[config.mk]
export PLATFORM = sky130hd
export DESIGN_NAME = btn_debounce_flat
export DESIGN_NICKNAME = d
export VERILOG_FILES = /design/src/rtl/btn_debounce_pkg.sv /design/src/rtl/btn_debounce_if.sv /design/src/rtl/btn_debounce_cell.sv /design/src/rtl/btn_debounce.sv /design/src/flat_wrapper.sv
export SDC_FILE = /design/constraint.sdc
export NUM_CORES = 1
export LEC_CHECK = 0
export CORE_AREA = 2 2 73 75
export CTS_CLUSTER_DIAMETER = 50
export DETAILED_ROUTE_END_ITERATION = 10
export DIE_AREA = 0 0 75 77
export GPL_TIMING_DRIVEN = 0
export PLACE_DENSITY_LB_ADDON = 0.12
export SYNTH_ARGS = -nofsm -noshare
export SYNTH_HDL_FRONTEND = slang
export SYNTH_SLANG_ARGS = --single-unit
[constraint.sdc]
create_clock -name clk -period 1.9 [get_ports clk]
set_input_delay 0.57 -clock clk [delete_from_list [all_inputs] [get_ports clk]]
set_output_delay 0.57 -clock clk [all_outputs]
set_load 0.01 [all_outputs]
[src/rtl/btn_debounce_pkg.sv]
// Shared constants and helper functions for the button debounce block.
package btn_pkg;

  // Board clock is 50 MHz, so 50000 cycles gives a 1 ms sample tick.
  localparam int CLK_HZ           = 50_000_000;
  localparam int DEF_TICK_DIV     = 50_000;
  localparam int DEF_STABLE_TICKS = 8;

  // Ceiling log2 that never returns less than 1, so single-entry vectors still get one bit.
  function automatic int clog2_min1(input int val);
    int r;
    r = $clog2(val);
    if (r < 1) begin
      return 1;
    end else begin
      return r;
    end
  endfunction

  // Index of the lowest set bit among the first n bits of vec (0 when none set).
  // Supports up to 32 buttons.
  function automatic int lowest_set(input logic [31:0] vec, input int n);
    int idx;
    idx = 0;
    for (int i = n - 1; i >= 0; i--) begin
      if (vec[i]) begin
        idx = i;
      end else begin
        idx = idx;
      end
    end
    return idx;
  endfunction

endpackage

[src/rtl/btn_debounce_if.sv]
// Button bundle: raw lines in, debounced levels, edge pulses and press index out.
interface btn_debounce_if
  import btn_pkg::*;
#(
  parameter int N_BTN = 4,
  parameter int IDX_W = clog2_min1(N_BTN)
);
  logic [N_BTN-1:0] btn_raw;
  logic [N_BTN-1:0] btn_level;
  logic [N_BTN-1:0] btn_press;
  logic [N_BTN-1:0] btn_release;
  logic             press_valid;
  logic [IDX_W-1:0] press_idx;

  // The board/stimulus side drives the raw lines and consumes the cleaned outputs.
  modport master (
    output btn_raw,
    input  btn_level, btn_press, btn_release, press_valid, press_idx
  );

  // The debouncer consumes the raw lines and produces the cleaned outputs.
  modport slave (
    input  btn_raw,
    output btn_level, btn_press, btn_release, press_valid, press_idx
  );
endinterface

[src/rtl/btn_debounce_cell.sv]
// One button: two-flop synchronizer, tick-driven stable counter, level and edge pulses.
module btn_debounce_cell
  import btn_pkg::*;
#(
  parameter int STABLE_TICKS = DEF_STABLE_TICKS
)(
  input  logic clk,
  input  logic rst,
  input  logic i_raw,
  input  logic i_tick,
  output logic o_level,
  output logic o_press,
  output logic o_release,
  output logic o_press_nxt
);

  localparam int               CNT_W    = clog2_min1(STABLE_TICKS + 1);
  localparam logic [CNT_W-1:0] CNT_LAST = CNT_W'(STABLE_TICKS - 1);

  logic             r_sync1;
  logic             r_sync2;
  logic [CNT_W-1:0] r_cnt;
  logic             r_level;
  logic             r_level_d;
  logic             r_press;
  logic             r_release;
  logic             w_mismatch;
  logic             w_rise;
  logic             w_fall;

  // Mismatch between synchronized input and accepted level, plus level edge detect.
  always_comb begin
    w_mismatch = r_sync2 ^ r_level;
    w_rise     = r_level & ~r_level_d;
    w_fall     = ~r_level & r_level_d;
  end

  // Bring the asynchronous raw line into the clk domain.
  always_ff @(posedge clk) begin
    if (rst) begin
      r_sync1 <= 1'b0;
      r_sync2 <= 1'b0;
    end else begin
      r_sync1 <= i_raw;
      r_sync2 <= r_sync1;
    end
  end

  // Qualify a level change over STABLE_TICKS consecutive mismatching ticks; any agreeing tick restarts.
  always_ff @(posedge clk) begin
    if (rst) begin
      r_cnt   <= '0;
      r_level <= 1'b0;
    end else if (i_tick) begin
      if (!w_mismatch) begin
        r_cnt <= '0;
      end else if (r_cnt == CNT_LAST) begin
        r_level <= ~r_level;
        r_cnt   <= '0;
      end else begin
        r_cnt <= r_cnt + CNT_W'(1);
      end
    end else begin
      r_cnt   <= r_cnt;
      r_level <= r_level;
    end
  end

  // Registered one-cycle pulses the cycle after the accepted level changes.
  always_ff @(posedge clk) begin
    if (rst) begin
      r_level_d <= 1'b0;
      r_press   <= 1'b0;
      r_release <= 1'b0;
    end else begin
      r_level_d <= r_level;
      r_press   <= w_rise;
      r_release <= w_fall;
    end
  end

  assign o_level     = r_level;
  assign o_press     = r_press;
  assign o_release   = r_release;
  assign o_press_nxt = w_rise;

endmodule

[src/rtl/btn_debounce.sv]
// Multi-button debouncer: shared sample prescaler, per-button cells, press index encoder.
module btn_debounce
  import btn_pkg::*;
#(
  parameter int N_BTN        = 4,
  parameter int TICK_DIV     = DEF_TICK_DIV,
  parameter int STABLE_TICKS = DEF_STABLE_TICKS,
  parameter int IDX_W        = clog2_min1(N_BTN)
)(
  input  logic           clk,
  input  logic           rst,
  btn_debounce_if.slave  bus
);

  localparam int               PRE_W     = clog2_min1(TICK_DIV);
  localparam logic [PRE_W-1:0] TICK_LAST = PRE_W'(TICK_DIV - 1);

  logic [PRE_W-1:0] r_pre_cnt;
  logic             w_tick;
  logic [N_BTN-1:0] w_level;
  logic [N_BTN-1:0] w_press;
  logic [N_BTN-1:0] w_release;
  logic [N_BTN-1:0] w_press_nxt;
  logic             w_any_press;
  logic [IDX_W-1:0] w_idx;
  logic             r_press_valid;
  logic [IDX_W-1:0] r_press_idx;

  // Tick on the last prescaler count; encode the lowest button about to pulse press.
  always_comb begin
    w_tick      = (r_pre_cnt == TICK_LAST);
    w_any_press = |w_press_nxt;
    w_idx       = IDX_W'(lowest_set(32'(w_press_nxt), N_BTN));
  end

  // Free-running prescaler 0..TICK_DIV-1.
  always_ff @(posedge clk) begin
    if (rst) begin
      r_pre_cnt <= '0;
    end else if (w_tick) begin
      r_pre_cnt <= '0;
    end else begin
      r_pre_cnt <= r_pre_cnt + PRE_W'(1);
    end
  end

  genvar gi;
  generate
    for (gi = 0; gi < N_BTN; gi++) begin : g_cell
      btn_debounce_cell #(
        .STABLE_TICKS (STABLE_TICKS)
      ) u_cell (
        .clk         (clk),
        .rst         (rst),
        .i_raw       (bus.btn_raw[gi]),
        .i_tick      (w_tick),
        .o_level     (w_level[gi]),
        .o_press     (w_press[gi]),
        .o_release   (w_release[gi]),
        .o_press_nxt (w_press_nxt[gi])
      );
    end
  endgenerate

  // Press summary registered alongside the per-button press pulses; index held between presses.
  always_ff @(posedge clk) begin
    if (rst) begin
      r_press_valid <= 1'b0;
      r_press_idx   <= '0;
    end else begin
      r_press_valid <= w_any_press;
      if (w_any_press) begin
        r_press_idx <= w_idx;
      end else begin
        r_press_idx <= r_press_idx;
      end
    end
  end

  assign bus.btn_level   = w_level;
  assign bus.btn_press   = w_press;
  assign bus.btn_release = w_release;
  assign bus.press_valid = r_press_valid;
  assign bus.press_idx   = r_press_idx;

endmodule

[src/flat_wrapper.sv]
// flat-port wrapper written by rule: the top's interface ports become plain ports
module btn_debounce_flat import btn_pkg::*;
#(
  parameter int N_BTN        = 4,
  parameter int TICK_DIV     = DEF_TICK_DIV,
  parameter int STABLE_TICKS = DEF_STABLE_TICKS,
  parameter int IDX_W        = clog2_min1(N_BTN)
)
  (clk, rst, bus_btn_raw, bus_btn_level, bus_btn_press, bus_btn_release, bus_press_valid, bus_press_idx);
  btn_debounce_if #(.N_BTN(N_BTN), .IDX_W(IDX_W)) bus_i ();
  input  logic clk;
  input  logic rst;
  input wire logic [$bits(bus_i.btn_raw)-1:0] bus_btn_raw;
  output wire logic [$bits(bus_i.btn_level)-1:0] bus_btn_level;
  output wire logic [$bits(bus_i.btn_press)-1:0] bus_btn_press;
  output wire logic [$bits(bus_i.btn_release)-1:0] bus_btn_release;
  output wire logic [$bits(bus_i.press_valid)-1:0] bus_press_valid;
  output wire logic [$bits(bus_i.press_idx)-1:0] bus_press_idx;
  assign bus_i.btn_raw = bus_btn_raw;
  assign bus_btn_level = bus_i.btn_level;
  assign bus_btn_press = bus_i.btn_press;
  assign bus_btn_release = bus_i.btn_release;
  assign bus_press_valid = bus_i.press_valid;
  assign bus_press_idx = bus_i.press_idx;
  btn_debounce #(.N_BTN(N_BTN), .TICK_DIV(TICK_DIV), .STABLE_TICKS(STABLE_TICKS), .IDX_W(IDX_W)) u_core (.clk(clk), .rst(rst), .bus(bus_i));
endmodule
# --- Word level (Yosys, flattened, before mapping) ---
# Cells that the tools add are included.
totals:
  regBits: 59
  input_bits: 6
  output_inout_bits: 15
  word_cells: 79
op_classes:
  addsub: 5
  n_eq_ne: 5
  n_mux: 12
  bitwise_logic: 20
  n_reduce_logical: 6
op_table:
  columns: ["cell", "count"]
  rows:
  - ["$mux 4", 8]
  - ["$add 16x1->16 const B", 1]
  - ["$add 4x1->4 const B", 4]
  - ["$eq 16x16->1 const B", 1]
  - ["$eq 4x3->1 const B", 4]
  - ["$reduce_and 3->1", 4]
  - ["$and 1x1->1", 8]
  - ["$mux 2", 4]
  - ["$not 1->1", 8]
  - ["$reduce_or 4->1", 1]
  - ["$xor 1x1->1", 4]
  - ["$reduce_or 2->1", 1]

# --- Logic depth before layout (Yosys ltp) ---
# Gate-level depths: netlist (run 1).
depth:
  depth_word: 6
  mapped_depth: 7
  depth_no_buf: 5

# --- By module ---
# A second synthesis (run 1) with hierarchy kept.
hier_totals:
  hier_cells: 254
  area_unflattened_um2: 2600.0
by_module_without_submodules:
  columns: ["module", "n_inst", "cells_each", "area_each_um2", "seq_area_each_um2"]
  rows:
  - ["btn_debounce_cell", 4, 40, 414.1, 200.2]
  - ["btn_debounce", 1, 94, 943.4, 380.4]

# --- Least setup slack after synthesis (run 1) ---
# OpenSTA, ideal clock, no wires.
synth_path:
  path_kind: "register to register"
  startpoint: "reg u_core.r_pre_cnt[0]"
  endpoint: "reg u_core.g_cell[1].u_cell.r_cnt[0]"
  arrival_ps: 1608
  slack_ps: 222
  path_stages_with_launch: 7
  n_path_buf: 1
  cell_sequence: "dfxtp_1 > ha_1 > and3_1 > buf_2 > nand4_2 > or4b_1 > a21oi_1"
synth_between:
  elab_chain_cells: 1
synth_rtl:
  columns: ["element", "line", "source"]
  rows:
  - ["start: declaration", "btn_debounce.sv:18", "logic [PRE_W-1:0] r_pre_cnt;"]
  - ["start signal: assignment", "btn_debounce.sv:43", "r_pre_cnt <= r_pre_cnt + PRE_W'(1);"]
  - ["$eq 16x16->1", "btn_debounce.sv:31", "w_tick = (r_pre_cnt == TICK_LAST);"]
  - ["end signal: assignment", "btn_debounce_cell.sv:61", "r_cnt <= r_cnt + CNT_W'(1);"]
  - ["end signal: assignment", "btn_debounce_cell.sv:64", "r_cnt <= r_cnt;"]
  - ["end: declaration", "btn_debounce_cell.sv:22", "logic [CNT_W-1:0] r_cnt;"]
# Every way passes these cells.
# A chain may end at the register's enable or synchronous reset.

# --- Worst setup path after layout (run 1) ---
layout_path:
  startpoint: "reg u_core.g_cell[1].u_cell.r_level"
  endpoint: "out bus_btn_level[1]"
layout_rtl:
  columns: ["element", "line", "source"]
  rows:
  - ["start: declaration", "btn_debounce_cell.sv:23", "logic r_level;"]
  - ["start signal: assignment", "btn_debounce_cell.sv:58", "r_level <= ~r_level;"]
  - ["start signal: assignment", "btn_debounce_cell.sv:65", "r_level <= r_level;"]
  - ["end: declaration", "flat_wrapper.sv:14", "output wire logic [$bits(bus_i.btn_level)-1:0] bus_btn_level;"]
# No word-level cell between the ends.

==> results.json, run 1 <==
{
  "place.port_buffers": 19,
  "clock_path_buffers": 2,
  "synth.top_cells.by_count": "sky130_fd_sc_hd__dfxtp_1 (59), sky130_fd_sc_hd__nor2_1 (31), sky130_fd_sc_hd__nand2_1 (18)",
  "synth_top_cell_by_area": "sky130_fd_sc_hd__dfxtp_1",
  "synth_edf_count": 0,
  "synth-async-reset-ratio": 0,
  "insertion_delay_ps": 330,
  "status": "finished clean",
  "vias_in_the_first_global_route": 1715,
  "place.gp.congestion": 0.808,
  "ys_top_cells_by_area": "sky130_fd_sc_hd__dfxtp_1 (48%), sky130_fd_sc_hd__xnor2_1 (5.7%), sky130_fd_sc_hd__nor2_1 (4.7%)",
  "chipWidth_um": 75,
  "synth_area_um2": 2450,
  "setup.worst_path.end_class": "output port",
  "synth_largest_type_area_fraction": 0.481,
  "timing_max_transition_violations_final": 0,
  "num-fill-cells": 446,
  "drt-wirelength-per-cell_um": 12.2,
  "finalSetupViolCount": 0,
  "clock.fmax_mhz": 541,
  "postSynth.topFlopCell": "sky130_fd_sc_hd__dfxtp_1",
  "grt_antenna_before_repair": 0,
  "grt_setup_unrepaired": "false",
  "finalCritPeriodShare": 0.972,
  "crit_start": "u_core.g_cell[1].u_cell.o_level$_SDFFE_PP0P_",
  "seq_area_frac_synth": 0.481,
  "combPwrFrac": 0.025,
  "cts_tree": "done",
  "cts.reportedPaths.clkPinSlew_ps": 70,
  "area_growth_syn_to_layout_pct": 22.0,
  "antenna_left": 0,
  "cts-buffers-inserted": 9,
  "floorplan.initialDensity": 0.493,
  "postLayoutSetupSlackWorst_ps": 52.7,
  "maximum_number_of_pins_on_one_net_before_global_route_repair": 11,
  "power.sequential.fraction": 0.499,
  "power_report.internal_total_mw": 1.98,
  "hpwl_um": 3070,
  "yosys.cell_count.top_type": "sky130_fd_sc_hd__dfxtp_1",
  "power_density_nw_per_um2": 841,
  "design.final.nets": 312,
  "dp_worst_setup_slack_ps": -145,
  "worst-endpoint-required_ps": 1330,
  "clock_tree.root_cell": "sky130_fd_sc_hd__clkbuf_8",
  "cts_h_tree_lvls": 3,
  "power.net_switching_uw": 535,
  "cp-start-kind": "flip-flop",
  "layout-drive-gt1-share": 0.147,
  "synthesis.yosys.warnings": 0,
  "detail_route.iter0.violations": 85,
  "synthDistinctLibCells": 36,
  "io_pins": 21,
  "hold_viol": 0,
  "min_delay_path_class": "reg -> reg",
  "dieHeight_um": 77,
  "placementRows": 26,
  "route.detailed.vias_per_inst": 5.08,
  "route.final.wire_length_um": 4600,
  "path_class": "reg -> out",
  "drcViolationCount": 0,
  "synth_nets": 280,
  "cts.sinks": 59,
  "timing.rr.start": "u_core.r_pre_cnt[1]$_SDFF_PP0_",
  "r2r_setup_slack_ps": 110,
  "timing.final.crit_period_ps": 1850,
  "grt_pass1_wl_um": 7790,
  "peak_fanout_along_the_critical_path": 2,
  "r2r_cells": 6,
  "die_area_um2": 5780,
  "antenna_cells_inserted": 0,
  "power.ir.vdd_worst_mv": 0.598,
  "cap_viol_max_count": 0,
  "clock_power_share": 0.476,
  "timing.rr.end": "u_core.g_cell[2].u_cell.r_cnt[2]$_SDFFE_PP0P_",
  "switching_share": 0.213,
  "cellLeakagePower_nw": 1.11,
  "via_count_of_the_routed_design": 1910,
  "core_region_area_um2": 4980,
  "maxSlewHeadroom": 0.609,
  "post_synth_inst_count": 269,
  "worst-endpoint-arrival_ps": 1280,
  "worst_tran_pin_value_ps": 587,
  "synth_seq_cells": 59,
  "finClkSkew_ps": 8.68,
  "drt_pre_antenna_iters": 4,
  "synth.avg_cell_area_um2": 9.12,
  "grt_util_all_layers": 0.178,
  "fin_worst_hold_slack_ps": 413,
  "leftover_overflow_at_the_end_of_global_routing": 0,
  "critical_path.endpoint": "bus_btn_level[1]"
}
==> registers in the layout, indices dropped and copies added, names as in the netlist, 2 cells and up <==
signal	count
u_core.g_cell.u_cell.r_level_d	4
u_core.g_cell.u_cell.r_sync2	4
u_core.r_pre_cnt	16
u_core.g_cell.u_cell.r_cnt	16
u_core.g_cell.u_cell.r_sync1	4
u_core.bus.press_idx	2
u_core.g_cell.u_cell.o_level	4
u_core.g_cell.u_cell.o_release	4
u_core.g_cell.u_cell.o_press	4
==> worst max-delay path, stage by stage (launching register included) <==
cell                              delay (ps)
sky130_fd_sc_hd__dfxtp_2                 330
sky130_fd_sc_hd__buf_4                    90
sky130_fd_sc_hd__clkdlybuf4s50_1         520
==> through the flow <==
step | util | area [um2] | setup TNS [ps] | instances | total power [mW]
6_report | 0.601 | 2990 | 0 | 376 | 2.52
5_1_grt | 0.601 | 2990 | 0 | 376 | 2.60
4_1_cts | 0.596 | 2970 | 0 | 375 | 2.54
3_5_place_dp | 0.549 | 2730 | -1220 | 358 | 1.35
3_3_place_gp | 0.549 | 2730 | -934 | 358 | 1.35
2_1_floorplan | - | 2450 | 0 | 269 | 1.32
==> placed cells by master (no fill, tap or decap), drive strengths merged <==
cell type	n
a21oi	15
clkinvlp	1
dlygate4sd2	1
a221oi	1
clkbuf	20
and3	2
nand2b	6
buf	17
clkinv	2
and4b	1
nand4b	1
bufinv	1
nor2b	13
dlymetal6s2s	1
nor4	4
nand2	18
nand3	16
and2	2
xor2	3
and4	1
nor3	7
o41ai	2
nor2	31
ha	5
nand3b	4
inv	6
xnor2	16
a41oi	2
or4b	3
dfxtp	59
nand4	6
nor4b	1
o31ai	4
clkdlybuf4s50	16
nor3b	4
nor4bb	1
or4	2
o21ai	10
and4bb	1
==> worst min-delay path by stage <==
stage	cells past startpoint	endpoint	startpoint	slack (ps)
2_1_floorplan	1	u_core.g_cell[0].u_cell.o_press$_SDFF_PP0_	u_core.g_cell[0].u_cell.r_level_d$_SDFF_PP0_	390
3_3_place_gp	1	u_core.g_cell[0].u_cell.o_press$_SDFF_PP0_	u_core.g_cell[0].u_cell.r_level_d$_SDFF_PP0_	400
3_5_place_dp	1	u_core.g_cell[0].u_cell.o_press$_SDFF_PP0_	u_core.g_cell[0].u_cell.r_level_d$_SDFF_PP0_	400
4_1_cts	1	u_core.g_cell[0].u_cell.o_press$_SDFF_PP0_	u_core.g_cell[0].u_cell.r_level_d$_SDFF_PP0_	410
5_1_grt	1	u_core.g_cell[0].u_cell.o_press$_SDFF_PP0_	u_core.g_cell[0].u_cell.r_level_d$_SDFF_PP0_	420
6_report	1	u_core.g_cell[0].u_cell.o_press$_SDFF_PP0_	u_core.g_cell[0].u_cell.r_level_d$_SDFF_PP0_	410
==> area by class of cell <==
class | count | area [um2] | area share
sequential | 59 | 1190 | 0.398
multi-input combinational | 182 | 1130 | 0.379
timing repair buffer | 21 | 204 | 0.0681
clock buffer | 12 | 165 | 0.0552
buffer | 22 | 140 | 0.0468
tap | 70 | 87.6 | 0.0293
clock inverter | 4 | 47.5 | 0.0159
inverter | 6 | 22.5 | 0.00753
==> what timing repair did <==
| action | CTS | global route |
|---|---|---|
| setup endpoints to repair | 7 | 25 |
| gates resized for setup | 9 | 10 |
| hold buffers | 0 | 0 |
| buffers inserted | 1 | 1 |
==> layer usage <==
metal / vias up / routed length [um] / global-route usage
met2: 29 / 2010 / 0.260
met1: 876 / 2320 / 0.230
met4: 0 / 144 / 0.113
met5: - / 0 / 0
met3: 14 / 133 / 0.0447
li1: 991 / - / -
==> cell families (layout without fill, tap and decap cells) <==
kind of cell | Yosys count | in the layout | share of synthesized area
XOR/XNOR | 19 | 19 | 0.0678
AO/OA/AOI/OAI | 34 | 34 | 0.0811
adder cells (fa/ha/maj) | 5 | 5 | 0.0255
buffers and inverters | 28 | 65 | 0.0627
flip-flops | 59 | 59 | 0.481
AND/OR/NAND/NOR | 124 | 124 | 0.281
==> power by group through the flow <==
stage	clock network (mW)	logic, mW	registers [mW]
final	1.20	0.0618	1.26
after floorplan	0	0.0391	1.28
after detailed placement	0	0.0611	1.29
after global routing	1.28	0.0690	1.26
after global placement	0	0.0610	1.29
after CTS	1.22	0.0617	1.26
No activity file was read; power rests on OpenSTA's default activity.
==> run 2: changes to the inputs <==
==> constraint.sdc (replaced) <==
create_clock -name clk -period 1.91 [get_ports clk]
set_input_delay 0.573 -clock clk [delete_from_list [all_inputs] [get_ports clk]]
set_output_delay 0.573 -clock clk [all_outputs]
set_load 0.01 [all_outputs]
==> run 2 against run 1 <==
Effect of this change: final area shrank 0.13%; via count shrank 0.16%; critical path type unchanged; clock-buffer cell count is the same; routed wire length is essentially flat; register-to-register slack is essentially flat; total power shrank 0.53%; critical path depth is the same; global-route usage is the same.
==> results.json, run 2 (synthesis gave the netlist of run 1 again) <==
{
  "status": "finished clean",
  "most_common_cell_after_layout_fill_and_taps_aside": "sky130_fd_sc_hd__dfxtp_1",
  "cap_viol_max_count": 0,
  "cts.reportedPaths.clkPinSlew_ps": 70,
  "antenna_left": 0,
  "hpwl_um": 3070,
  "r2r_setup_slack_ps": 110,
  "route.final.wire_length_um": 4600,
  "dieHeight_um": 77,
  "critical_path.cell_chain": "buf_4, clkdlybuf4s50_1",
  "finalCritPeriodShare": 0.969,
  "maximum_number_of_pins_on_one_net_before_global_route_repair": 11,
  "via_count_of_the_routed_design": 1907,
  "timing.rr.end": "u_core.g_cell[2].u_cell.r_cnt[2]$_SDFFE_PP0P_",
  "layout-drive-gt1-share": 0.144,
  "drt-wirelength-per-cell_um": 12.2,
  "placementRows": 26,
  "drt_pre_antenna_iters": 4,
  "timing.rr.start": "u_core.r_pre_cnt[1]$_SDFF_PP0_",
  "setup.worst_path.end_class": "output port",
  "reg.largest.list": "u_core.g_cell.u_cell.r_cnt: 16 flops, u_core.r_pre_cnt: 16 flops",
  "detail_route.iter0.violations": 95,
  "maxSlewHeadroom": 0.609,
  "io_pins": 21,
  "cp-start-kind": "flip-flop",
  "worst-endpoint-arrival_ps": 1280,
  "finClkSkew_ps": 8.79,
  "clock.fmax_mhz": 540,
  "mostFrequentLayoutCells": "sky130_fd_sc_hd__dfxtp_1 (55), sky130_fd_sc_hd__nor2_1 (31), sky130_fd_sc_hd__nand2_1 (18)",
  "holdCritStartpoint": "u_core.g_cell[0].u_cell.r_level_d$_SDFF_PP0_",
  "crit_start": "u_core.g_cell[1].u_cell.o_level$_SDFFE_PP0P_",
  "area.sequential_um2": 1190,
  "power_after_layout_mw": 2.50,
  "power_density_nw_per_um2": 837,
  "vias_in_the_first_global_route": 1715,
  "clock_path_buffers": 2,
  "r2r_cells": 6,
  "postLayoutSetupSlackWorst_ps": 59.7,
  "dp_worst_setup_slack_ps": -138,
  "core_region_area_um2": 4980,
  "multi_input_gate_area_in_the_final_layout_um2": 1130,
  "worst_tran_pin_value_ps": 586,
  "place.port_buffers": 19,
  "cts.sinks": 59,
  "critPathMaxStageDelay_ps": 520,
  "drcViolationCount": 0,
  "cts_tree": "done",
  "path_class": "reg -> out",
  "power.ir.vdd_worst_mv": 0.594,
  "chipWidth_um": 75,
  "timing.final.crit_period_ps": 1850,
  "cellLeakagePower_nw": 1.12,
  "grt_setup_unrepaired": "false",
  "grt_antenna_before_repair": 0,
  "place.gp.congestion": 0.808,
  "grt_util_all_layers": 0.178,
  "grt_pass1_wl_um": 7790,
  "clock_tree.root_cell": "sky130_fd_sc_hd__clkbuf_8",
  "die_area_um2": 5780,
  "hold_viol": 0,
  "cts_h_tree_lvls": 3,
  "design.final.nets": 312,
  "route.detailed.vias_per_inst": 5.07,
  "post_layout_nonfiller_instances": 376,
  "insertion_delay_ps": 330,
  "whs_endpoint": "u_core.g_cell[0].u_cell.o_press$_SDFF_PP0_",
  "placed_cells": 358,
  "leftover_overflow_at_the_end_of_global_routing": 0,
  "area_growth_syn_to_layout_pct": 21.8,
  "num-fill-cells": 448,
  "finalSetupViolCount": 0,
  "cts-buffers-inserted": 9,
  "worst-endpoint-required_ps": 1340,
  "holdPathStages": 1,
  "timing_max_transition_violations_final": 0,
  "floorplan.initialDensity": 0.493,
  "timing.critical_path.slowest_stage_cell": "sky130_fd_sc_hd__clkdlybuf4s50_1",
  "antenna_cells_inserted": 0,
  "peak_fanout_along_the_critical_path": 2,
  "min_delay_path_class": "reg -> reg"
}
## run 2: layout make-up
class	instances	share of cell area
buffer	22	0.0469
multi-input combinational	182	0.378
clock inverter	4	0.0159
timing repair buffer	21	0.0682
clock buffer	12	0.0553
inverter	6	0.00753
tap	70	0.0293
sequential	59	0.398
## run 2: timing repair
| item | in CTS | in global routing |
|---|---|---|
| hold buffers | 0 | 0 |
| resized for setup | 9 | 9 |
| setup endpoints to repair | 7 | 25 |
| setup buffers | 1 | 1 |
## run 2: critical path, delay by kind of cell, from the launching register on
| kind | cells | cell delay (ps) |
|---|---|---|
| DFF | 1 | 330 |
| buffers and inverters | 2 | 610 |
## run 2: per-stage QoR
stage,TNS (ps),util,hold slack (ps),area (um2)
floorplan,0,-,392,2450
global route,0,0.601,422,2990
CTS,0,0.596,412,2970
global placement,-844,0.549,401,2730
finish,0,0.601,413,2990
detailed placement,-1130,0.549,402,2730
## run 2: how the worst max path moves through the flow
stage                                                    endpoint  slack, ps  cells past startpoint
global placement    u_core.g_cell[2].u_cell.r_cnt[2]$_SDFFE_PP0P_        -90                      4
finish                                           bus_btn_level[1]         60                      2
floorplan           u_core.g_cell[1].u_cell.r_cnt[0]$_SDFFE_PP0P_        230                      6
CTS                                              bus_btn_level[0]         50                      2
global route        u_core.g_cell[2].u_cell.r_cnt[2]$_SDFFE_PP0P_          2                      6
detailed placement  u_core.g_cell[2].u_cell.r_cnt[2]$_SDFFE_PP0P_       -140                      4
## run 2: report_power, final
| group | total (mW) | leakage (nW) | switching (mW) | internal (mW) |
|---|---|---|---|---|
| Combinational | 0.0611 | 0.527 | 0.0359 | 0.0252 |
| Clock | 1.19 | 0.108 | 0.488 | 0.705 |
| Sequential | 1.25 | 0.480 | 0.00845 | 1.24 |
## run 2: per-layer routing
metal,vias to the layer above,GRT usage,share of wire
met2,33,0.260,0.43
met1,869,0.230,0.50
li1,991,-,-
met3,14,0.0447,0.033
met4,0,0.113,0.031
met5,-,0,0
==> run 3: changes to the inputs <==
--- a/config.mk
+++ b/config.mk
@@ -5,12 +5,13 @@
 export SDC_FILE = /design/constraint.sdc
 export NUM_CORES = 1
 export LEC_CHECK = 0
-export CORE_AREA = 2 2 73 75
+export CORE_AREA = 2 2 75 77
 export CTS_CLUSTER_DIAMETER = 50
 export DETAILED_ROUTE_END_ITERATION = 10
-export DIE_AREA = 0 0 75 77
+export DIE_AREA = 0 0 77 79
 export GPL_TIMING_DRIVEN = 0
 export PLACE_DENSITY_LB_ADDON = 0.12
 export SYNTH_ARGS = -nofsm -noshare
 export SYNTH_HDL_FRONTEND = slang
+export SYNTH_HIERARCHICAL = 1
 export SYNTH_SLANG_ARGS = --single-unit
==> run 3 against run 2 <==
Effect of this change: sequential share of layout area is 1.1 points lower; hold slack improved by 22 ps; clock skew decreased by 2.5 ps; global-route usage down 1.5 points; non-clock buffer count shrank 9; synthesized cell count is 5.6% lower; via count down 4.6%; clock-buffer cell count unchanged; synthesized area up 6.0%; critical path type unchanged; largest cell class is now multi-input gates; highest routed layer unchanged.
==> results.json, run 3 <==
{
  "status": "finished clean",
  "synth_seq_cells": 59,
  "drt-wirelength-per-cell_um": 12.3,
  "synthDistinctLibCells": 40,
  "chipWidth_um": 77,
  "vias_in_the_first_global_route": 1704,
  "finalCritPeriodShare": 0.965,
  "setup_total_negative_slack_ps": 0,
  "grt_pass1_wl_um": 7850,
  "place.port_buffers": 20,
  "synth_xor_xnor_area_share": 0.0688,
  "power_density_nw_per_um2": 736,
  "timing.final.crit_period_ps": 1840,
  "worst-endpoint-arrival_ps": 1270,
  "yosys.cell_count.top_type": "sky130_fd_sc_hd__dfxtp_1",
  "timing.rr.start": "u_core/r_pre_cnt[0]$_SDFF_PP0_",
  "crit_start": "u_core/g_cell[2].u_cell/o_level$_SDFFE_PP0P_",
  "dieHeight_um": 79,
  "cts-buffers-inserted": 9,
  "leftover_overflow_at_the_end_of_global_routing": 0,
  "area.sequential_um2": 1190,
  "clock_path_buffers": 2,
  "cts_h_tree_lvls": 3,
  "crit_buf_inv": 1,
  "route.detailed.vias_per_inst": 5.04,
  "cts.hold.buffers_added": 0,
  "synth.avg_cell_area_um2": 10.2,
  "clock_tree.root_cell": "sky130_fd_sc_hd__clkbuf_8",
  "postLayoutSetupSlackWorst_ps": 66.3,
  "placementRows": 27,
  "clock.fmax_mhz": 542,
  "design.final.nets": 296,
  "grt_util_all_layers": 0.163,
  "timing.critical_path.slowest_stage_cell": "sky130_fd_sc_hd__clkdlybuf4s50_1",
  "maxSlewHeadroom": 0.687,
  "dp_worst_setup_slack_ps": -309,
  "synth_top_cell_by_area": "sky130_fd_sc_hd__dfxtp_1",
  "insertion_delay_ps": 330,
  "synth_area_um2": 2600,
  "multi_input_gate_area_in_the_final_layout_um2": 1310,
  "holdCritStartpoint": "u_core/r_pre_cnt[0]$_SDFF_PP0_",
  "synth_largest_type_area_fraction": 0.454,
  "complex_gate_fraction_of_the_synthesized_area": 0.0760,
  "hpwl_um": 2990,
  "antenna_cells_inserted": 0,
  "cts_tree": "done",
  "reg.largest.list": "u_core/g_cell.u_cell/r_cnt: 16 flops, u_core/r_pre_cnt: 16 flops",
  "maximum_number_of_pins_on_one_net_before_global_route_repair": 14,
  "critPathMaxStageDelay_ps": 560,
  "layout-drive-gt1-share": 0.180,
  "cts.reportedPaths.clkPinSlew_ps": 60,
  "synth-async-reset-ratio": 0,
  "worst_tran_pin_value_ps": 468,
  "finClkSkew_ps": 6.29,
  "antenna_left": 0,
  "area_growth_syn_to_layout_pct": 18.2,
  "hold_viol": 0,
  "finalSetupViolCount": 0,
  "synth.area.mux_share": 0.0154,
  "seq_area_frac_synth": 0.454,
  "synth_nets": 265,
  "detail_route.iter0.violations": 42,
  "final_core_util": 0.576,
  "via_count_of_the_routed_design": 1819,
  "min_delay_path_class": "reg -> reg",
  "route.final.wire_length_um": 4450,
  "worst-endpoint-required_ps": 1340,
  "cap_viol_max_count": 0,
  "drt_pre_antenna_iters": 4,
  "cts.sinks": 59,
  "power.ir.vdd_worst_mv": 0.566,
  "place.gp.congestion": 0.790,
  "post_synth_inst_count": 254,
  "critical-path-top-delay-family": "buffers and inverters",
  "grt_antenna_before_repair": 0,
  "synthSimpleGateAreaFrac": 0.316,
  "grt_setup_unrepaired": "true",
  "synth.top_cells.by_count": "sky130_fd_sc_hd__dfxtp_1 (59), sky130_fd_sc_hd__nor2b_1 (20), sky130_fd_sc_hd__nand2b_1 (16)",
  "postSynth.topFlopCell": "sky130_fd_sc_hd__dfxtp_1",
  "peak_fanout_along_the_critical_path": 6,
  "drcViolationCount": 0,
  "cp-start-kind": "flip-flop",
  "path_class": "reg -> out",
  "timing_max_transition_violations_final": 0,
  "num-fill-cells": 525,
  "mostFrequentLayoutCells": "sky130_fd_sc_hd__dfxtp_1 (54), sky130_fd_sc_hd__clkdlybuf4s50_1 (20), sky130_fd_sc_hd__nor2b_1 (20)",
  "setup.worst_path.end_class": "output port",
  "critical_path.cell_chain": "clkdlybuf4s50_1",
  "ys_top_cells_by_area": "sky130_fd_sc_hd__dfxtp_1 (45%), sky130_fd_sc_hd__nor2b_1 (4.8%), sky130_fd_sc_hd__nand2b_1 (3.8%)",
  "synth_top_family_by_area": "simple AND/OR/NAND/NOR gates",
  "io_pins": 21,
  "synth_edf_count": 0,
  "die_area_um2": 6080,
  "cellLeakagePower_nw": 1.13,
  "synthAdderAreaFrac": 0.0241,
  "fin_worst_hold_slack_ps": 434,
  "most_common_cell_after_layout_fill_and_taps_aside": "sky130_fd_sc_hd__dfxtp_1",
  "floorplan.initialDensity": 0.487,
  "core_region_area_um2": 5340,
  "synthesis.yosys.warnings": 6
}
==> run 3: changes by cell type after synthesis, moves of 8 or more <==
cell                       change
sky130_fd_sc_hd__buf_4        -12
sky130_fd_sc_hd__nand2b_1     +10
sky130_fd_sc_hd__xnor2_1      -12
sky130_fd_sc_hd__nor2_4        +8
sky130_fd_sc_hd__nor2_1       -18
sky130_fd_sc_hd__nand2_1      -16
==> run 3: logic make-up (layout without fill, tap and decap cells) <==
family,count (synthesis),after routing
simple gates,124,124
xor+xnor,17,17
fa+ha+maj,5,5
mux,4,4
compound gates,26,26
buf+inv,19,54
flops,59,59
==> run 3: final timing paths <==
kind	end	slack (ps)	cells after the start
worst max register to register	u_core/g_cell[0].u_cell/o_level$_SDFFE_PP0P_	140	8
worst min-delay path	u_core/r_pre_cnt[0]$_SDFF_PP0_	430	1
worst min register to register	u_core/r_pre_cnt[0]$_SDFF_PP0_	430	1
worst max-delay path	bus_btn_level[2]	70	1
==> run 3: area by class of cell <==
type                       instances  share of cell area
tap                               72              0.0293
clock buffer                      12              0.0472
sequential                        59               0.387
buffer                            14              0.0354
multi-input combinational        176               0.425
timing repair buffer              20              0.0651
clock inverter                     3             0.00488
inverter                           5             0.00611
==> run 3: repair_timing <==
| action | in CTS | in global routing |
|---|---|---|
| gates resized for setup | 6 | 11 |
| endpoints found under the setup margin | 12 | 13 |
| gates cloned | 0 | 0 |
| setup buffers | 0 | 0 |
| pin swaps | 0 | 0 |
| hold endpoints to repair | 0 | 0 |
==> run 3: routing by layer <==
metal / GRT usage / part of all wire
met4: 0.0536 / 0.0094
met1: 0.208 / 0.49
met2: 0.254 / 0.47
met5: 0 / 0
met3: 0.0625 / 0.037
==> run 3: power by group <==
group          switching [mW]  internal, mW
registers             0.00906          1.24
logic                  0.0418        0.0323
clock network           0.443         0.492
total                   0.494          1.77
==> run 3: metrics by stage <==
step / cells / power, mW / instance area [um2]
finish: 361 / 2.26 / 3070
global route: 361 / 2.37 / 3070
CTS: 361 / 2.31 / 3060
detailed placement: 346 / 1.35 / 2890
global placement: 346 / 1.35 / 2890
floorplan: 254 / 1.33 / 2600
==> patch, RTL diff (settings of run 2) <==
`DEF_TICK_DIV`: 50_000 -> 25_000.
--- a/src/rtl/btn_debounce_pkg.sv
+++ b/src/rtl/btn_debounce_pkg.sv
@@ -5,3 +5,3 @@
   localparam int CLK_HZ           = 50_000_000;
-  localparam int DEF_TICK_DIV     = 50_000;
+  localparam int DEF_TICK_DIV     = 25_000;
   localparam int DEF_STABLE_TICKS = 8;
Formal check against the unedited RTL: same outputs for any inputs over 10 cycles, from zero or initial values and one cycle with rst high; that may be too few to reach the edited logic, so the function may still have changed.
==> patch against run 2 <==
Clock power decreased by 8%; sequential cell count fell by 1; maximum frequency grew 1.6%; global-route usage decreased by 0.61 points; worst setup slack better by 0.029 ns; cell area fell by 2.3%; synthesized cell count is 3.3% lower; core utilization decreased by 1.4 points; routed wire length fell by 2.4%; synthesized area decreased by 1.6%; count of clock-buffer cells in the layout fell by 1; total power down 4.7%; first-iteration DRC count fell by 20%.
==> patch: results (changes against run 2) <==
stage,metric,value,unit,change
setup_path,Worst path top cell family by delay,buffers and inverters,,unchanged
min_path,Hold Path End,u_core.g_cell[1].u_cell.o_press,,was u_core.g_cell[0].u_cell.o_press
timing,Slew @ Worst Pin,0.502,ns,was 0.586 ns
synthesis,synth cell count leaders,"dfxtp_1, nor2_1, nand2_1",,unchanged
setup_path,CP startpoint,u_core.g_cell[1].u_cell.o_press,,was u_core.g_cell[1].u_cell.o_level
finish,Largest regs,"u_core.g_cell.u_cell.r_cnt: 16 flops, u_core.r_pre_cnt: 15 flops",,"was u_core.g_cell.u_cell.r_cnt: 16 flops, u_core.r_pre_cnt: 16 flops"
finish,fill count,463,,was 448
drt,vias after detailed routing,1893,,"was 1,907"
synthesis,share of the yosys chip area belonging to registers,0.481,,about the same
grt,Total Routing Usage GR,0.172,,was 0.178
drt,metal2 WL,1970,µm,was 2000 µm
placed_design,Final HPWL DP,3040,µm,was 3070 µm
setup_path,Worst R2R Start,u_core.r_pre_cnt[0],,was u_core.r_pre_cnt[1]
synthesis,syn_nets,271,,was 280
placed_design,gp weighted congestion,0.808,,about the same
outcome,status,completed,,unchanged
setup_path,FF-to-FF End,u_core.g_cell[0].u_cell.r_cnt[0],,was u_core.g_cell[2].u_cell.r_cnt[2]
finish,layout cells sized above 1,0.150,,was 0.144
power,Max VDD drop,0.000577,V,was 0.000594 V
min_path,hold path startpoint,u_core.g_cell[1].u_cell.r_level_d,,was u_core.g_cell[0].u_cell.r_level_d
synthesis,Synth area leaders,"dfxtp_1, buf_4, nand3_1",,"was dfxtp_1, xnor2_1, nor2_1"
setup_path,Crit Path Max Fanout,1,,was 2
drt,initial DRC count,76,,was 95
drt,WL met1,2180,µm,was 2300 µm
drt,met3 WL post-DR,221,µm,was 153 µm
cts,Worst-path clk slew,0.06,ns,
finish,fin nets,301,,was 312
timing,Max Clock Skew,0.00822,ns,was 0.00879 ns
setup_path,reg2reg setup slack,0.13,ns,was 0.11 ns
drt,Routed wire per std cell,12.4,µm,was 12.2 µm
grt,first-pass GRT wire length,7400,µm,was 7790 µm
power,Leak Pwr,1.15,nW,was 1.12 nW
grt,vias in the first global route,1663,,"was 1,715"
## patch: changes by cell type in the layout (fill, tap and decap cells not counted), sizes merged, moves of 4 or more
cell    delta
nor2       -8
xor2       +6
clkbuf     -4
xnor2      -6
a31oi      +4
## patch: cells by family (layout without fill, tap and decap cells)
| logic type | count (synthesis) | count (layout) | synth area share |
|---|---|---|---|
| DFF | 58 | 58 | 0.481 |
| buffers and inverters | 24 | 57 | 0.0591 |
| xor gates and xnor gates | 19 | 19 | 0.0689 |
| muxes | 1 | 1 | 0.00467 |
| adders and majority gates | 5 | 5 | 0.0259 |
| and+or+nand+nor | 117 | 117 | 0.270 |
| AOI/OAI and AO/OA | 36 | 36 | 0.0902 |
## patch: how the worst max path moves through the flow
stage,endpoint,cells after the start
2_1_floorplan,u_core.g_cell[0].u_cell.r_cnt[0],6
3_3_place_gp,u_core.g_cell[1].u_cell.r_cnt[2],4
3_5_place_dp,u_core.g_cell[2].u_cell.o_press,4
4_1_cts,u_core.g_cell[0].u_cell.r_cnt[2],8
5_1_grt,u_core.g_cell[1].u_cell.r_cnt[3],6
6_report,bus_btn_press[1],2
## patch: area by class of cell
class	count	area share
repair buffers	19	0.0634
inverters	3	0.00386
plain buffers	21	0.0489
flip-flops and latches	58	0.403
clock buffers	11	0.0519
well taps	70	0.0300
clock inverters	3	0.0137
multi-input cells	178	0.385
## patch: repair_timing
action | CTS | global route
hold buffers | 0 | 0
setup buffers | 0 | 0
gates resized for setup | 12 | 12
setup endpoints to repair | 4 | 28
## patch: worst reg2reg max path: cells and delay by family, from the launching register on
family,cells,cell delay [ns]
AND/OR/NAND/NOR,3,0.87
adder cells (fa/ha/maj),1,0.20
flip-flops,1,0.35
buffers and inverters,1,0.16
AO/OA/AOI/OAI,1,0.14
## patch: metrics by stage
| stage | instance area (µm²) | utilization | hold WS [ns] | std cells | setup slack, ns |
|---|---|---|---|---|---|
| floorplan | 2410 | - | 0.393 | 260 | 0.260 |
| global placement | 2690 | 0.541 | 0.401 | 349 | -0.214 |
| CTS | 2890 | 0.581 | 0.418 | 363 | 0.0209 |
| detailed placement | 2690 | 0.541 | 0.411 | 349 | -0.257 |
| global route | 2920 | 0.586 | 0.438 | 363 | 0.00495 |
| finish | 2920 | 0.586 | 0.420 | 363 | 0.0891 |
## patch: per-layer routing
layer,up-vias,global-route usage
li1,957,-
met1,866,0.228
met2,61,0.246
met3,9,0.0355
met4,0,0.116
met5,-,0
## patch: report_power, final
part	total, mW	switching [mW]	internal, mW
clock	1.10	0.446	0.654
combinational	0.0605	0.0362	0.0242
sequential	1.23	0.00765	1.22
